<file path="src/rtl/fb_pkg.sv">
// fb_pkg: 640x480@60 raster timing constants, framebuffer depth and host FSM encoding
package fb_pkg;
    localparam logic [9:0]  H_ACTIVE = 10'd640;
    localparam logic [9:0]  H_FP     = 10'd16;
    localparam logic [9:0]  H_SYNC   = 10'd96;
    localparam logic [9:0]  H_BP     = 10'd48;
    localparam logic [9:0]  H_TOTAL  = H_ACTIVE + H_FP + H_SYNC + H_BP;
    localparam logic [9:0]  V_ACTIVE = 10'd480;
    localparam logic [9:0]  V_FP     = 10'd10;
    localparam logic [9:0]  V_SYNC   = 10'd2;
    localparam logic [9:0]  V_BP     = 10'd33;
    localparam logic [9:0]  V_TOTAL  = V_ACTIVE + V_FP + V_SYNC + V_BP;
    localparam logic [31:0] FB_DEPTH = 32'd307200;
    typedef logic [15:0] rgb565_t;
    typedef enum logic {HOST_IDLE, HOST_RD} host_state_t;
endpackage

</file>
<file path="src/rtl/fb_vga_timing.sv">
// fb_vga_timing: 800x525 raster counters with active window, raw syncs and first-pixel flag
module fb_vga_timing
    import fb_pkg::*;
(
    input  logic       clk,
    input  logic       rst_n,
    input  logic       scan_en,
    output logic [9:0] h_cnt,
    output logic [9:0] v_cnt,
    output logic       active,
    output logic       hsync_raw_n,
    output logic       vsync_raw_n,
    output logic       first_pix
);
    logic [9:0] h_cnt_d, h_cnt_q, v_cnt_d, v_cnt_q;
    logic       h_last;
    // next raster position (parked at origin while disabled) and decoded window/syncs
    always_comb begin
        h_last      = h_cnt_q == H_TOTAL - 10'd1;
        h_cnt_d     = (!scan_en || h_last) ? 10'd0 : h_cnt_q + 10'd1;
        v_cnt_d     = !scan_en ? 10'd0 : !h_last ? v_cnt_q :
                      (v_cnt_q == V_TOTAL - 10'd1) ? 10'd0 : v_cnt_q + 10'd1;
        h_cnt       = h_cnt_q;
        v_cnt       = v_cnt_q;
        active      = scan_en && h_cnt_q < H_ACTIVE && v_cnt_q < V_ACTIVE;
        hsync_raw_n = !(scan_en && h_cnt_q >= H_ACTIVE + H_FP && h_cnt_q < H_ACTIVE + H_FP + H_SYNC);
        vsync_raw_n = !(scan_en && v_cnt_q >= V_ACTIVE + V_FP && v_cnt_q < V_ACTIVE + V_FP + V_SYNC);
        first_pix   = active && h_cnt_q == 10'd0 && v_cnt_q == 10'd0;
    end
    // raster position register
    always_ff @(posedge clk or negedge rst_n) begin
        if (!rst_n) begin
            h_cnt_q <= 10'd0;
            v_cnt_q <= 10'd0;
        end else begin
            h_cnt_q <= h_cnt_d;
            v_cnt_q <= v_cnt_d;
        end
    end
endmodule

</file>
<file path="src/rtl/framebuffer_scan_ctrl.sv">
// framebuffer_scan_ctrl: VGA scan-out of the framebuffer ROM with host readback in blanking
module framebuffer_scan_ctrl
    import fb_pkg::*;
#(
    parameter int          WIDTH = 16,
    parameter logic [31:0] DEPTH = FB_DEPTH
) (
    input  logic             clk,
    input  logic             rst_n,
    input  logic             scan_en,
    output logic [31:0]      rom_addr,
    input  logic [WIDTH-1:0] rom_data,
    output logic [WIDTH-1:0] pix_data,
    output logic             pix_de,
    output logic             hsync_n,
    output logic             vsync_n,
    output logic             frame_start,
    input  logic             host_req,
    input  logic [31:0]      host_addr,
    output logic             host_gnt,
    output logic             host_rvalid,
    output logic [WIDTH-1:0] host_rdata,
    output logic             host_err
);
    logic [9:0]       h_cnt, v_cnt;
    logic             active, hs_raw_n, vs_raw_n, first_pix, frame_last;
    logic [18:0]      pix_addr_d, pix_addr_q;
    logic             de1_d, de1_q, hs1_d, hs1_q, vs1_d, vs1_q, fs1_d, fs1_q;
    logic [WIDTH-1:0] pix_data_d, pix_data_q;
    host_state_t      state_d, state_q;
    logic [31:0]      host_addr_d, host_addr_q;
    logic             host_rvalid_d, host_rvalid_q, host_err_d, host_err_q;
    logic [WIDTH-1:0] host_rdata_d, host_rdata_q;

    fb_vga_timing u_timing (
        .clk         (clk),
        .rst_n       (rst_n),
        .scan_en     (scan_en),
        .h_cnt       (h_cnt),
        .v_cnt       (v_cnt),
        .active      (active),
        .hsync_raw_n (hs_raw_n),
        .vsync_raw_n (vs_raw_n),
        .first_pix   (first_pix)
    );

    // pixel address tracking and ROM port arbitration; video always owns active cycles
    always_comb begin
        frame_last = h_cnt == H_TOTAL - 10'd1 && v_cnt == V_TOTAL - 10'd1;
        pix_addr_d = (!scan_en || frame_last) ? 19'd0 : active ? pix_addr_q + 19'd1 : pix_addr_q;
        host_gnt   = state_q == HOST_IDLE && host_req && !active;
        rom_addr   = active ? {13'd0, pix_addr_q} : host_gnt ? host_addr : 32'd0;
    end
    // two-stage video pipeline: stage 1 waits out the ROM read, stage 2 captures the pixel
    always_comb begin
        de1_d      = active;
        hs1_d      = hs_raw_n;
        vs1_d      = vs_raw_n;
        fs1_d      = first_pix;
        pix_data_d = de1_q ? rom_data : '0;
    end
    // host read FSM: latch address on grant, capture ROM data on the following cycle
    always_comb begin
        state_d       = state_q;
        host_addr_d   = host_addr_q;
        host_rvalid_d = 1'b0;
        host_rdata_d  = host_rdata_q;
        host_err_d    = host_err_q;
        if (state_q == HOST_RD) begin
            state_d       = HOST_IDLE;
            host_rvalid_d = 1'b1;
            host_rdata_d  = rom_data;
            host_err_d    = host_addr_q >= DEPTH;
        end else if (host_gnt) begin
            state_d     = HOST_RD;
            host_addr_d = host_addr;
        end
    end
    // state and pipeline registers
    always_ff @(posedge clk or negedge rst_n) begin
        if (!rst_n) begin
            pix_addr_q    <= 19'd0;
            de1_q         <= 1'b0;
            hs1_q         <= 1'b1;
            vs1_q         <= 1'b1;
            fs1_q         <= 1'b0;
            pix_data_q    <= '0;
            pix_de        <= 1'b0;
            hsync_n       <= 1'b1;
            vsync_n       <= 1'b1;
            frame_start   <= 1'b0;
            state_q       <= HOST_IDLE;
            host_addr_q   <= 32'd0;
            host_rvalid_q <= 1'b0;
            host_rdata_q  <= '0;
            host_err_q    <= 1'b0;
        end else begin
            pix_addr_q    <= pix_addr_d;
            de1_q         <= de1_d;
            hs1_q         <= hs1_d;
            vs1_q         <= vs1_d;
            fs1_q         <= fs1_d;
            pix_data_q    <= pix_data_d;
            pix_de        <= de1_q;
            hsync_n       <= hs1_q;
            vsync_n       <= vs1_q;
            frame_start   <= fs1_q;
            state_q       <= state_d;
            host_addr_q   <= host_addr_d;
            host_rvalid_q <= host_rvalid_d;
            host_rdata_q  <= host_rdata_d;
            host_err_q    <= host_err_d;
        end
    end
    assign pix_data    = pix_data_q;
    assign host_rvalid = host_rvalid_q;
    assign host_rdata  = host_rdata_q;
    assign host_err    = host_err_q;
endmodule

</file>
<file path="config.mk">
export PLATFORM = sky130hd
export DESIGN_NAME = framebuffer_scan_ctrl
export DESIGN_NICKNAME = d
export VERILOG_FILES = /design/src/rtl/fb_pkg.sv /design/src/rtl/fb_vga_timing.sv /design/src/rtl/framebuffer_scan_ctrl.sv
export SDC_FILE = /design/constraint.sdc
export NUM_CORES = 1
export LEC_CHECK = 0
export BUFFER_PORTS_ARGS = -buffer_cell sky130_fd_sc_hd__buf_2
export CAP_MARGIN = 20
export CORE_UTILIZATION = 40
export DETAILED_ROUTE_END_ITERATION = 7
export SLEW_MARGIN = 20
export SYNTH_ARGS = -nofsm -noshare
export SYNTH_HDL_FRONTEND = slang
export SYNTH_SLANG_ARGS = --single-unit
</file>
<file path="constraint.sdc">
create_clock -name clk -period 2.1 [get_ports clk]
set_input_delay 0 -clock clk [delete_from_list [all_inputs] [get_ports clk]]
set_output_delay 0 -clock clk [all_outputs]
set_load 0.1 [all_outputs]
</file>
# After elaboration in Yosys (flattened, before gate mapping)

Cells that the tools add are included.

Bits in registers: 114
Latch bits: 0
Memory bits (writable): 0
Bits in read-only memories: 0
Output and inout port bits: 71
Logic and storage cells: 64
Memories: 0

$add $sub $neg: 3
Multiply operators: 0
Div/mod/pow operators: 0
Magnitude comparators: 7
Equal/unequal tests: 3
Shift-type cells: 0
Mux-type cells: 12
Bitwise logic cells: 1
Reductions and logical operators: 21

Operators with widths:

| kind                                                        | count |
|---|---|
| two-way mux 32 bit                                          | 2 |
| two-way mux 10 bit                                          | 4 |
| two-way mux 19 bit                                          | 2 |
| >= comparator 32 x 19 -> 1 bit, second input constant       | 1 |
| adder 10 x 1 -> 10 bit, second input constant               | 2 |
| equality test 10 bit, second input constant                 | 2 |
| zero test 10 bit                                            | 2 |
| less-than comparator 10 bit, second input constant          | 2 |
| less-than comparator 10 x 9 -> 1 bit, second input constant | 2 |
| adder 19 x 1 -> 19 bit, second input constant               | 1 |
| two-way mux 16 bit                                          | 1 |
| logical AND 1 bit                                           | 11 |
| >= comparator 10 bit, second input constant                 | 1 |
| >= comparator 10 x 9 -> 1 bit, second input constant        | 1 |
| zero test 1 bit                                             | 4 |
| two-way mux 1 bit                                           | 3 |
| logical OR 1 bit                                            | 2 |
| inequality test 2 x 1 -> 1 bit, second input constant       | 1 |
| AND reduction 2 bit                                         | 1 |
| nonzero test 2 bit                                          | 1 |
| NOT 1 bit                                                   | 1 |

# Logic depth before layout (Yosys ltp)

Word-level depth: 7
Mapped depth: 9

# Hierarchy

Synthesis repeated with hierarchy kept, for this count alone.

Cell total of the unflattened synthesis: 456
Area total of the unflattened synthesis: 4698.3 um2

Modules (own cells, without submodules):

| module                | instances | cells each | area an instance (um2) |
|---|---|---|---|
| framebuffer_scan_ctrl | 1         | 325        | 3479.6 |
| fb_vga_timing         | 1         | 131        | 1218.7 |

# Least setup slack after synthesis

Ideal clock, no wire load.

Path kind: register to output
Start: register u_timing.v_cnt_q[8] (netlist: u_timing.v_cnt[8])
End: output rom_addr[22]
Arrival: 3067 ps
Data required time: 2100 ps
Slack: -967 ps
Cell stages (with the launch flop): 8
Path buffers: 2
Path through: dfrtp_1 -> nand4_1 -> nand3_2 -> inv_1 -> nor3b_2 -> buf_2 -> clkbuf_1 -> and2_1

Cells in the longest elaborated chain, start to end: 6

Ends and longest elaborated chain:

| what                                 | RTL line                    | source |
|---|---|---|
| start, declared                      | fb_vga_timing.sv:15         | `logic [9:0] h_cnt_d, h_cnt_q, v_cnt_d, v_cnt_q;` |
| start signal, assigned               | fb_vga_timing.sv:37         | `v_cnt_q <= v_cnt_d;` |
| less-than comparator 10 x 9 -> 1 bit | fb_vga_timing.sv:25         | `active = scan_en && h_cnt_q < H_ACTIVE && v_cnt_q < V_ACTIVE;` |
| logical AND 1 bit                    | fb_vga_timing.sv:25         |  |
| zero test 1 bit                      | framebuffer_scan_ctrl.sv:51 | `host_gnt = state_q == HOST_IDLE && host_req && !active;` |
| logical AND 1 bit                    | framebuffer_scan_ctrl.sv:51 |  |
| net host_gnt                         | framebuffer_scan_ctrl.sv:20 | `output logic host_gnt,` |
| two-way mux 32 bit (2 in series)     | framebuffer_scan_ctrl.sv:52 | `rom_addr = active ? {13'd0, pix_addr_q} : host_gnt ? host_addr : 32'd0;` |
| end, declared                        | framebuffer_scan_ctrl.sv:11 | `output logic [31:0] rom_addr,` |

The timed path passes the listed nets, and every way through them passes these cells.

# Worst setup path after layout

Start: register u_timing.v_cnt_q[5] (netlist: u_timing.v_cnt[5])
End: output rom_addr[16]

Cells in the longest elaborated chain, start to end: 6

Ends and longest elaborated chain:

| what                                     | RTL line |
|---|---|
| less-than comparator 10 x 9 -> 1 bit (*) | fb_vga_timing.sv:25 |
| logical AND 1 bit (*)                    | fb_vga_timing.sv:25 |
| zero test 1 bit                          | framebuffer_scan_ctrl.sv:51 |
| logical AND 1 bit                        | framebuffer_scan_ctrl.sv:51 |
| two-way mux 32 bit                       | framebuffer_scan_ctrl.sv:52 |
| two-way mux 32 bit (*)                   | framebuffer_scan_ctrl.sv:52 |

Every way passes the cells marked *; elsewhere a longest branch is shown, timed or not.

==> impl_metrics.json <==
{
  "cts_tree": "done",
  "clk_latency_ns": 0.34,
  "cts_htree_levels": 3,
  "synthTopCellsByCount": "sky130_fd_sc_hd__dfrtp_1 (98), sky130_fd_sc_hd__mux2_2 (36), sky130_fd_sc_hd__and2_1 (31), sky130_fd_sc_hd__a21oi_1 (21), sky130_fd_sc_hd__a22o_1 (19)",
  "synth_most_common_cell": "sky130_fd_sc_hd__dfrtp_1",
  "floorplan.die.width_um": 110.0,
  "crit_path_start": "u_timing.v_cnt[5]$_DFFE_PN0N_",
  "final_antenna_net_count": 0,
  "std_cell_rows": 39,
  "yosysTopAreaCellShare_pct": 52.59,
  "number_of_buffers_between_clock_root_and_the_deepest_sink": 2,
  "yosys.cell_types.count": 44,
  "synth_sequential_area_ratio_pct": 54.84,
  "grt_max_degree": 49,
  "synth_edf_count": 0,
  "layout.area.seq_um2": 2559,
  "power.total_mw": 5.268,
  "worst_clock_skew_ns": 0.008370,
  "placeableCoreArea_um2": 11370,
  "syn_nets": 466,
  "gr-total-overflow": 0,
  "synth.largest_area_cell": "sky130_fd_sc_hd__dfrtp_1",
  "nature_of_the_critical_path_startpoint": "flip-flop",
  "fmaxAchievable_mhz": 488.7,
  "drt_iter0_markers": 194,
  "irDropWorstVdd_uv": 669.6,
  "whs_path_depth": 3,
  "yosys_most_used_dff": "sky130_fd_sc_hd__dfrtp_1",
  "die_area_um2": 12090,
  "worst-slew-pin-transition_ns": 0.5112,
  "endpoint_kind": "output port",
  "cts-buffers-inserted": 9,
  "initial_antenna_violation_count": 0,
  "first_pass_iters": 4,
  "min_path_type": "primary input to flip-flop",
  "min_from": "scan_en",
  "setup_repair_after_global_routing_missed_its_margin": "true",
  "worstPathMaxFanout": 7,
  "run_status": "finished clean",
  "finalCritPeriodShare_pct": 97.45,
  "timing.reg2reg.worst_path_depth": 5,
  "relative_slew_margins_pct": 66.15,
  "wl_per_cell_um": 15.98,
  "worstSetupPathType": "flip-flop to output port",
  "regToRegEndpoint": "u_timing.v_cnt[3]$_DFFE_PN0N_",
  "p_per_area_nw_per_um2": 749.5,
  "cts.clk_slew.worst_paths_ns": 0.07,
  "power_leakage_nw": 3.107,
  "die_h_um": 110.0,
  "fill_cells": 912,
  "wire_length_of_the_first_global_routing_pass_um": 17750,
  "vias": 3841,
  "min_period_ns": 2.046,
  "layout.nets": 649,
  "ys_warn_count": 0,
  "place_ws_ns": 0.1099,
  "detail_route.wirelength_um": 11820,
  "start_util_pct": 41.01,
  "min_to": "u_timing.h_cnt[4]$_DFF_PN0_",
  "grt_pass1_vias": 3642,
  "numClockSinks": 102,
  "worst_slack_ns": 0.05359,
  "antenna-diode-count": 0,
  "gp_routability_congestion": 0.7826,
  "remaining_drc_errors": 0,
  "cap_violations": 0,
  "asyncSetResetFlopFracSynth_pct": 100.0,
  "worst-endpoint-arrival_ns": 2.05,
  "cts_root_buffer": "sky130_fd_sc_hd__clkbuf_16",
  "setup_violations": 0,
  "port-buffer-count": 122,
  "avgSynthCellArea_um2": 11.40,
  "synth.top_cells.by_area": "sky130_fd_sc_hd__dfrtp_1 (53%), sky130_fd_sc_hd__mux2_2 (8.7%), sky130_fd_sc_hd__and2_1 (4.2%)",
  "cell_area_after_synthesis_um2": 4663,
  "grt.total_usage_pct": 19.13,
  "synth.ff_latch_count": 102,
  "flow.area_growth_from_synthesis_pct": 50.71,
  "avgViaCountPerCell": 5.191,
  "crit_required_ns": 2.10,
  "r2r_setup_slack_ns": 0.11,
  "synthesis.instances": 409,
  "finalHoldViolations": 0,
  "final-max-slew-violation-count": 0,
  "ios": 123,
  "multi_input_area_um2": 2090,
  "layout-drive-gt1-share_pct": 42.88,
  "detailed_place_hpwl_um": 7719,
  "r2r-start": "u_timing.h_cnt[6]$_DFF_PN0_"
}
==> cells by family (layout without fill, tap and decap cells) <==
family	after synthesis	after routing	share of synthesized area, %
xor gates and xnor gates	13	13	2.442
AOI/OAI and AO/OA	72	72	10.95
and+or+nand+nor	145	145	18.17
muxes	36	36	8.693
buffers and inverters	36	224	3.568
DFF	102	102	54.84
adders and majority gates	5	5	1.342
==> state kept, by name (all words and copies together) (netlist names), 10 cells and up <==
name / cells
u_timing.v_cnt: 10
pix_data: 16
u_timing.h_cnt: 10
pix_addr_q: 19
host_rdata: 16
host_addr_q: 20
==> layout by cell type (no fill, tap or decap), drive strengths merged, types with 2 or more instances in the layout <==
master	instances
clkbuf	12
dlygate4sd3	38
nor2	16
nor2b	3
dfstp	4
clkinv	3
ha	5
o21ai	9
a41oi	2
o31ai	15
nand2	17
clkinvlp	2
or4	16
buf	153
xor2	4
nor4	3
inv	16
nor3b	2
nor3	8
and2	31
o22ai	2
dfrtp	98
nor4b	2
xnor2	9
or3	10
nand4	10
a21oi	22
nand3	16
mux2	36
and3	5
a22o	19
==> worst max-delay path, cell delays in order, from the launching register on <==
cell and delay (ns):
sky130_fd_sc_hd__dfrtp_1 0.42, sky130_fd_sc_hd__nand4_1 0.19, sky130_fd_sc_hd__nand3_2 0.16, sky130_fd_sc_hd__inv_2 0.06, sky130_fd_sc_hd__nor3b_4 0.22, sky130_fd_sc_hd__buf_6 0.17, sky130_fd_sc_hd__clkbuf_16 0.16, sky130_fd_sc_hd__a22o_2 0.16
sky130_fd_sc_hd__buf_12 0.17
==> how the worst max path moves through the flow <==
stage / to / slack (ns) / depth (start not counted)
3_3_place_gp: u_timing.v_cnt[4]$_DFFE_PN0N_ / 0.17 / 5
6_report: rom_addr[16] / 0.05 / 8
5_1_grt: rom_addr[1] / -0.04 / 8
4_1_cts: rom_addr[28] / 0.02 / 8
2_1_floorplan: rom_addr[22] / 0.12 / 7
3_5_place_dp: pix_addr_q[10]$_DFFE_PN0P_ / 0.11 / 4
==> cell type report <==
| class | count | area share [%] |
|---|---|---|
| inverters | 14 | 0.7477 |
| flip-flops and latches | 102 | 36.41 |
| clock buffers | 9 | 3.205 |
| clock inverters | 7 | 0.8189 |
| well taps | 143 | 2.546 |
| repair buffers | 194 | 26.54 |
| multi-input cells | 271 | 29.73 |
==> layer usage <==
metal	GRT usage (%)	routed length (um)	part of all wire [%]	vias up
met1	25.26	5259	44	1883
li1	-	-	-	1862
met3	4.468	524	4.4	7
met2	32.23	5962	50	89
met4	3.714	76	0.64	0
met5	0	0	0	-
==> metrics by stage <==
step                cell area, um^2  instances  util, %  setup TNS (ns)  hold slack, ns
finish                         7028        740    61.81               0         0.02993
detailed placement             6075        671    53.43               0        -0.02859
global placement               6075        671    53.43               0        -0.03865
CTS                            6817        731    59.95               0         0.02046
global route                   7028        740    61.81         -0.5735         0.04333
floorplan                      4718        409        -               0         -0.2956
==> repair_timing <==
action                                 CTS  global route
hold buffers                            38             0
endpoints found under the hold margin   84             0
resized for setup                        4            18
cloned                                   1             4
setup endpoints to repair               32            37
pin swaps                                3             9
buffers inserted                         5             5
==> where the power goes <==
part / switching [mW] / internal [mW]
clock: 0.744 / 0.818
sequential: 0.0842 / 2.12
combinational: 1.05 / 0.454
total: 1.87 / 3.39
(Power assumes the default switching activity.)
